$ cat src/rtl/inv_shift_rows_stream.sv
// inv_shift_rows_stream: collects four 32-bit column beats into an AES
// state, applies (Inv)ShiftRows and holds the result in a registered
// valid/ready output slot. Beats 0-2 sit in a capture buffer; beat 3 is
// combined with the buffer directly on its accepting edge.
// Optional macro ISR_FLUSH_EN adds a 'flush' input that drops a partial block.
module inv_shift_rows_stream #(
    parameter int unsigned INVERSE = 1
) (
    input  logic           clk,
    input  logic           rst_n,
    input  logic           in_valid,
    output logic           in_ready,
    input  logic [0:31]    in_col,
    output logic           out_valid,
    input  logic           out_ready,
    output logic [0:127]   out_block,
`ifdef ISR_FLUSH_EN
    input  logic           flush,
`endif
    output logic           busy
);

    logic [1:0]   col_cnt_q, col_cnt_d;
    logic [0:95]  cap_q, cap_d;
    logic         out_valid_q, out_valid_d;
    logic [0:127] out_block_q, out_block_d;
    logic [0:127] full_block;
    logic [0:127] perm_block;
    logic         flush_i;
    logic         accept;

`ifdef ISR_FLUSH_EN
    assign flush_i = flush;
`else
    assign flush_i = 1'b0;
`endif

    // Only the closing beat can stall, and only on a full slot that is not draining
    assign in_ready  = rst_n && !flush_i &&
                       !((col_cnt_q == 2'd3) && out_valid_q && !out_ready);
    assign accept    = in_valid && in_ready;
    assign busy      = (col_cnt_q != 2'd0);
    assign out_valid = out_valid_q;
    assign out_block = out_block_q;

    // Row permutation of the buffered columns plus the live closing beat
    always_comb begin
        full_block = {cap_q, in_col};
        perm_block = '0;
        for (int unsigned r = 0; r < 4; r++) begin
            for (int unsigned c = 0; c < 4; c++) begin
                if (INVERSE != 0) begin
                    perm_block[8*(r+4*c) +: 8] = full_block[8*(r+4*((c+4-r)%4)) +: 8];
                end else begin
                    perm_block[8*(r+4*c) +: 8] = full_block[8*(r+4*((c+r)%4)) +: 8];
                end
            end
        end
    end

    // Beat capture, column counting and output slot load/drain
    always_comb begin
        col_cnt_d   = col_cnt_q;
        cap_d       = cap_q;
        out_valid_d = out_valid_q;
        out_block_d = out_block_q;
        if (out_valid_q && out_ready) begin
            out_valid_d = 1'b0;
        end
        if (flush_i) begin
            col_cnt_d = '0;
            cap_d     = '0;
        end else if (accept) begin
            case (col_cnt_q)
                2'd0:    cap_d[0:31]  = in_col;
                2'd1:    cap_d[32:63] = in_col;
                2'd2:    cap_d[64:95] = in_col;
                default: begin
                    // a load on the same edge as a drain keeps the slot valid
                    out_block_d = perm_block;
                    out_valid_d = 1'b1;
                end
            endcase
            col_cnt_d = col_cnt_q + 2'd1;
        end
    end

    // State registers with synchronous active-low reset
    always_ff @(posedge clk) begin
        if (!rst_n) begin
            col_cnt_q   <= '0;
            cap_q       <= '0;
            out_valid_q <= 1'b0;
            out_block_q <= '0;
        end else begin
            col_cnt_q   <= col_cnt_d;
            cap_q       <= cap_d;
            out_valid_q <= out_valid_d;
            out_block_q <= out_block_d;
        end
    end

endmodule

$ cat config.mk
export PLATFORM = sky130hd
export DESIGN_NAME = inv_shift_rows_stream
export DESIGN_NICKNAME = d
export VERILOG_FILES = /design/src/rtl/inv_shift_rows_stream.sv
export SDC_FILE = /design/constraint.sdc
export NUM_CORES = 1
export LEC_CHECK = 0
export BUFFER_PORTS_ARGS = -buffer_cell sky130_fd_sc_hd__buf_4
export CAP_MARGIN = 20
export CORE_MARGIN = 1.5
export CORE_UTILIZATION = 46
export DETAILED_ROUTE_END_ITERATION = 12
export PLACE_DENSITY = 0.76
export SLEW_MARGIN = 15
export SYNTH_ARGS = -nofsm -noshare
export SYNTH_HDL_FRONTEND = slang
export SYNTH_SLANG_ARGS = --single-unit
export TNS_END_PERCENT = 1
$ cat constraint.sdc
create_clock -name clk -period 2.1 [get_ports clk]
set_input_delay 0.21 -clock clk [delete_from_list [all_inputs] [get_ports clk]]
set_output_delay 0.21 -clock clk [all_outputs]
set_load 0.005 [all_outputs]
==> impl_results.md <==
- Status: complete, no violations
- Power, Total: 9.15 mW
- Register area: 4540 um2
- Post-CTS setup buffers: 0
- Setup tns final: 0 ns
- Ys Warns: 0
- Worst path required time: 1.89 ns
- Max-Slew Margin vs Limit: between 40% and 50%
- RSZ-0062 raised after global routing: false
- Crit. End Element: output port
- Clock buffer depth: 3
- WHS: between 0.15 and 0.2 ns
- Hpwl dp: ~12,000 um
- Hold Vio Cnt, Final: 0
- Routed wire per std cell: around 15 um
- Area share of the largest cell type after synthesis: between 50% and 60%
- GR Overflow Total: 0
- GR Util All Layers: between 20 and 25%
- Post-synthesis sequential area ratio: 53.7%
- CP Launch Type: flip-flop
- Synth area leader: dfxtp_1
- Least-Margin Pin Slew: slightly below 0.9 ns
- Crit path DAT: 1.70 ns
- Max FO, Critical Path: 7
- Register-to-register setup slack: ~0.35 ns
- Hold wc startpoint: rst_n
- Post-Syn Area per Cell: 8.97 um2
- Nets@finish: 1,136
- Max Freq: around 520 MHz
- Top cells by area, synth: dfxtp_1 (54%), nand2_1 (11%), mux2i_1 (11%), nand3_1 (7.7%), o21ai_1 (7.7%)
- Share of cells above drive strength 1: between 20% and 30%
- Footprint of the multi-input gates: between 3000 and 4000 um2
- DIE AREA: roughly 19,000 um2
- Root Driver: clkbuf_16
- Initial core utilization: a little under half
- Drt drc: 0
- Final period util: approximately 91%
- Slew Viols, Final: 0
- Largest net degree at the start of global routing: 170
- Design area: 10,800 um2
- CTS tree: built
- Ant. Diodes: 0
- Die Wd: roughly 140 um
- CORE AREA: 18,000 um2
- R2r startpoint: col_cnt_q[0]
- Path depth of the worst reg2reg path: 5
- Final clock skew: around 0.017 ns
- Filler Cells Inserted: ~1,600
- Starting DRT DRC Count: between 400 and 500
- Min-Delay Path Depth: 4
- CTS H-tree depth: 1
- Syn_nets: between 900 and 1,000
- Most common cell after layout, fill and taps aside: nand2_1
- Routed WL: around 20,000 um
- Antenna violations before repair: 0
- Pleak: 4.22 nW
- Mapped cell area: about 8500 um2
- GP Congestion: 0.731
- Cells after synthesis: between 900 and 1,000
- Max_cap viols: 0
- Netlist cell types: 18
- Vias in the first global route: between 6,000 and 7,000
- HP Class: input pin to flip-flop
- Vias per cell: approximately 5.1
- RR Endpoint: cap_q[94]
- IO buf count: between 150 and 200
- Clock sink total: roughly 230
- Min Tclk post-route: ~1.9 ns
- Worst IR drop on VDD: ~0.0006 V
- Via count: a little under 7,000
- Post-DP Area: roughly 9700 um2
- Row count: 49
- Fin util: 60.0%
- Antenna viol nets, final: 0
- PwrDens: approximately 850 nW/um2
- Setup violators final: 0
- CTS Buf Count: 23
- Register bit count reported by yosys: about 230
- Clock-pin slew on the worst setup and hold paths: 0.06 ns
- Area growth syn-to-layout: 27.8%
- 1st-pass router iterations: 5
- Hold Path End: col_cnt_q[0]
- Die H: ~140 um
- I/O pins: ~170
- Critical path type: flip-flop to output port
- Most frequent cells in the layout: nand2_1 (259), dfxtp_1 (227), buf_4 (168)
- First-pass GRT wire length: roughly 33,000 um
- Clock latency on the worst-skew pair: 0.49 ns
==> synth_stat cells <==
cell / n
a21boi_1: 1
and2_1: 2
and2_4: 1
and3_1: 1
and3_4: 4
buf_2: 17
buf_4: 2
buf_6: 25
clkbuf_1: 40
dfxtp_1: 227
ha_1: 4
inv_1: 3
mux2i_1: 96
nand2_1: 259
nand2b_1: 1
nand3_1: 130
nand3b_1: 1
o21ai_1: 130
==> layout make-up <==
class / instances / share of cell area (%)
Multi-Input combinational cell: 630 / 31.3
Tap cell: 229 / 2.65
Timing Repair Buffer: 211 / 16.6
Sequential cell: 227 / 42.0
Clock inverter: 11 / 1.49
Inverter: 3 / 0.104
Clock buffer: 30 / 5.84
==> sequential cells by signal, indices dropped and copies added (netlist names) <==
signal	count
cap_q	96
col_cnt_q	2
out_block	128
out_valid	1
==> cells by family (layout without fill, tap and decap cells) <==
logic type | after synthesis | after routing | share of synthesized area, %
simple gates | 399 | 399 | 20.2
flops | 227 | 227 | 53.7
compound gates | 131 | 131 | 7.77
mux | 96 | 96 | 11.4
buf+inv | 87 | 255 | 6.41
fa+ha+maj | 4 | 4 | 0.591
==> where the power goes <==
part	leakage (nW)	internal, mW	switching (mW)
Clock	0.390	2.62	1.64
Combinational	1.99	0.209	0.258
Sequential	1.83	4.38	0.0428
Total	4.22	7.21	1.94
==> stage by stage <==
step	instances	setup slack [ns]
2_1_floorplan	944	0.701
3_3_place_gp	1268	0.454
3_5_place_dp	1268	0.349
4_1_cts	1341	0.176
5_1_grt	1341	0.109
6_report	1341	0.194
==> metal layers <==
layer	routed length [um]	global-route usage [%]	up-vias	share of wire [%]
met5	0	0	-	0
met4	337	5.15	0	1.7
met3	1080	2.94	23	5.3
met2	9650	33.9	173	47
met1	9360	28.4	3237	46
li1	-	-	3458	-
==> what timing repair did <==
item	in CTS	in global routing
hold buffers	32	0
resized for setup	0	0
endpoints found under the hold margin	32	0
==> how the worst max path moves through the flow <==
stage	slack (ns)	depth (start not counted)	startpoint	to
6_report	0.19	4	col_cnt_q[1]	in_ready
5_1_grt	0.11	4	col_cnt_q[1]	in_ready
4_1_cts	0.18	4	col_cnt_q[1]	in_ready
3_5_place_dp	0.35	5	col_cnt_q[0]	cap_q[25]
3_3_place_gp	0.45	5	col_cnt_q[0]	cap_q[24]
2_1_floorplan	0.70	6	col_cnt_q[0]	cap_q[10]
==> worst max-delay path, cell delays in order (launching register included) <==
cell and delay [ns]:
dfxtp_1 0.38, ha_1 0.22, nand3b_1 0.21, and2_1 0.26, buf_4 0.14
Note: power is estimated with default switching activity, not from simulation.
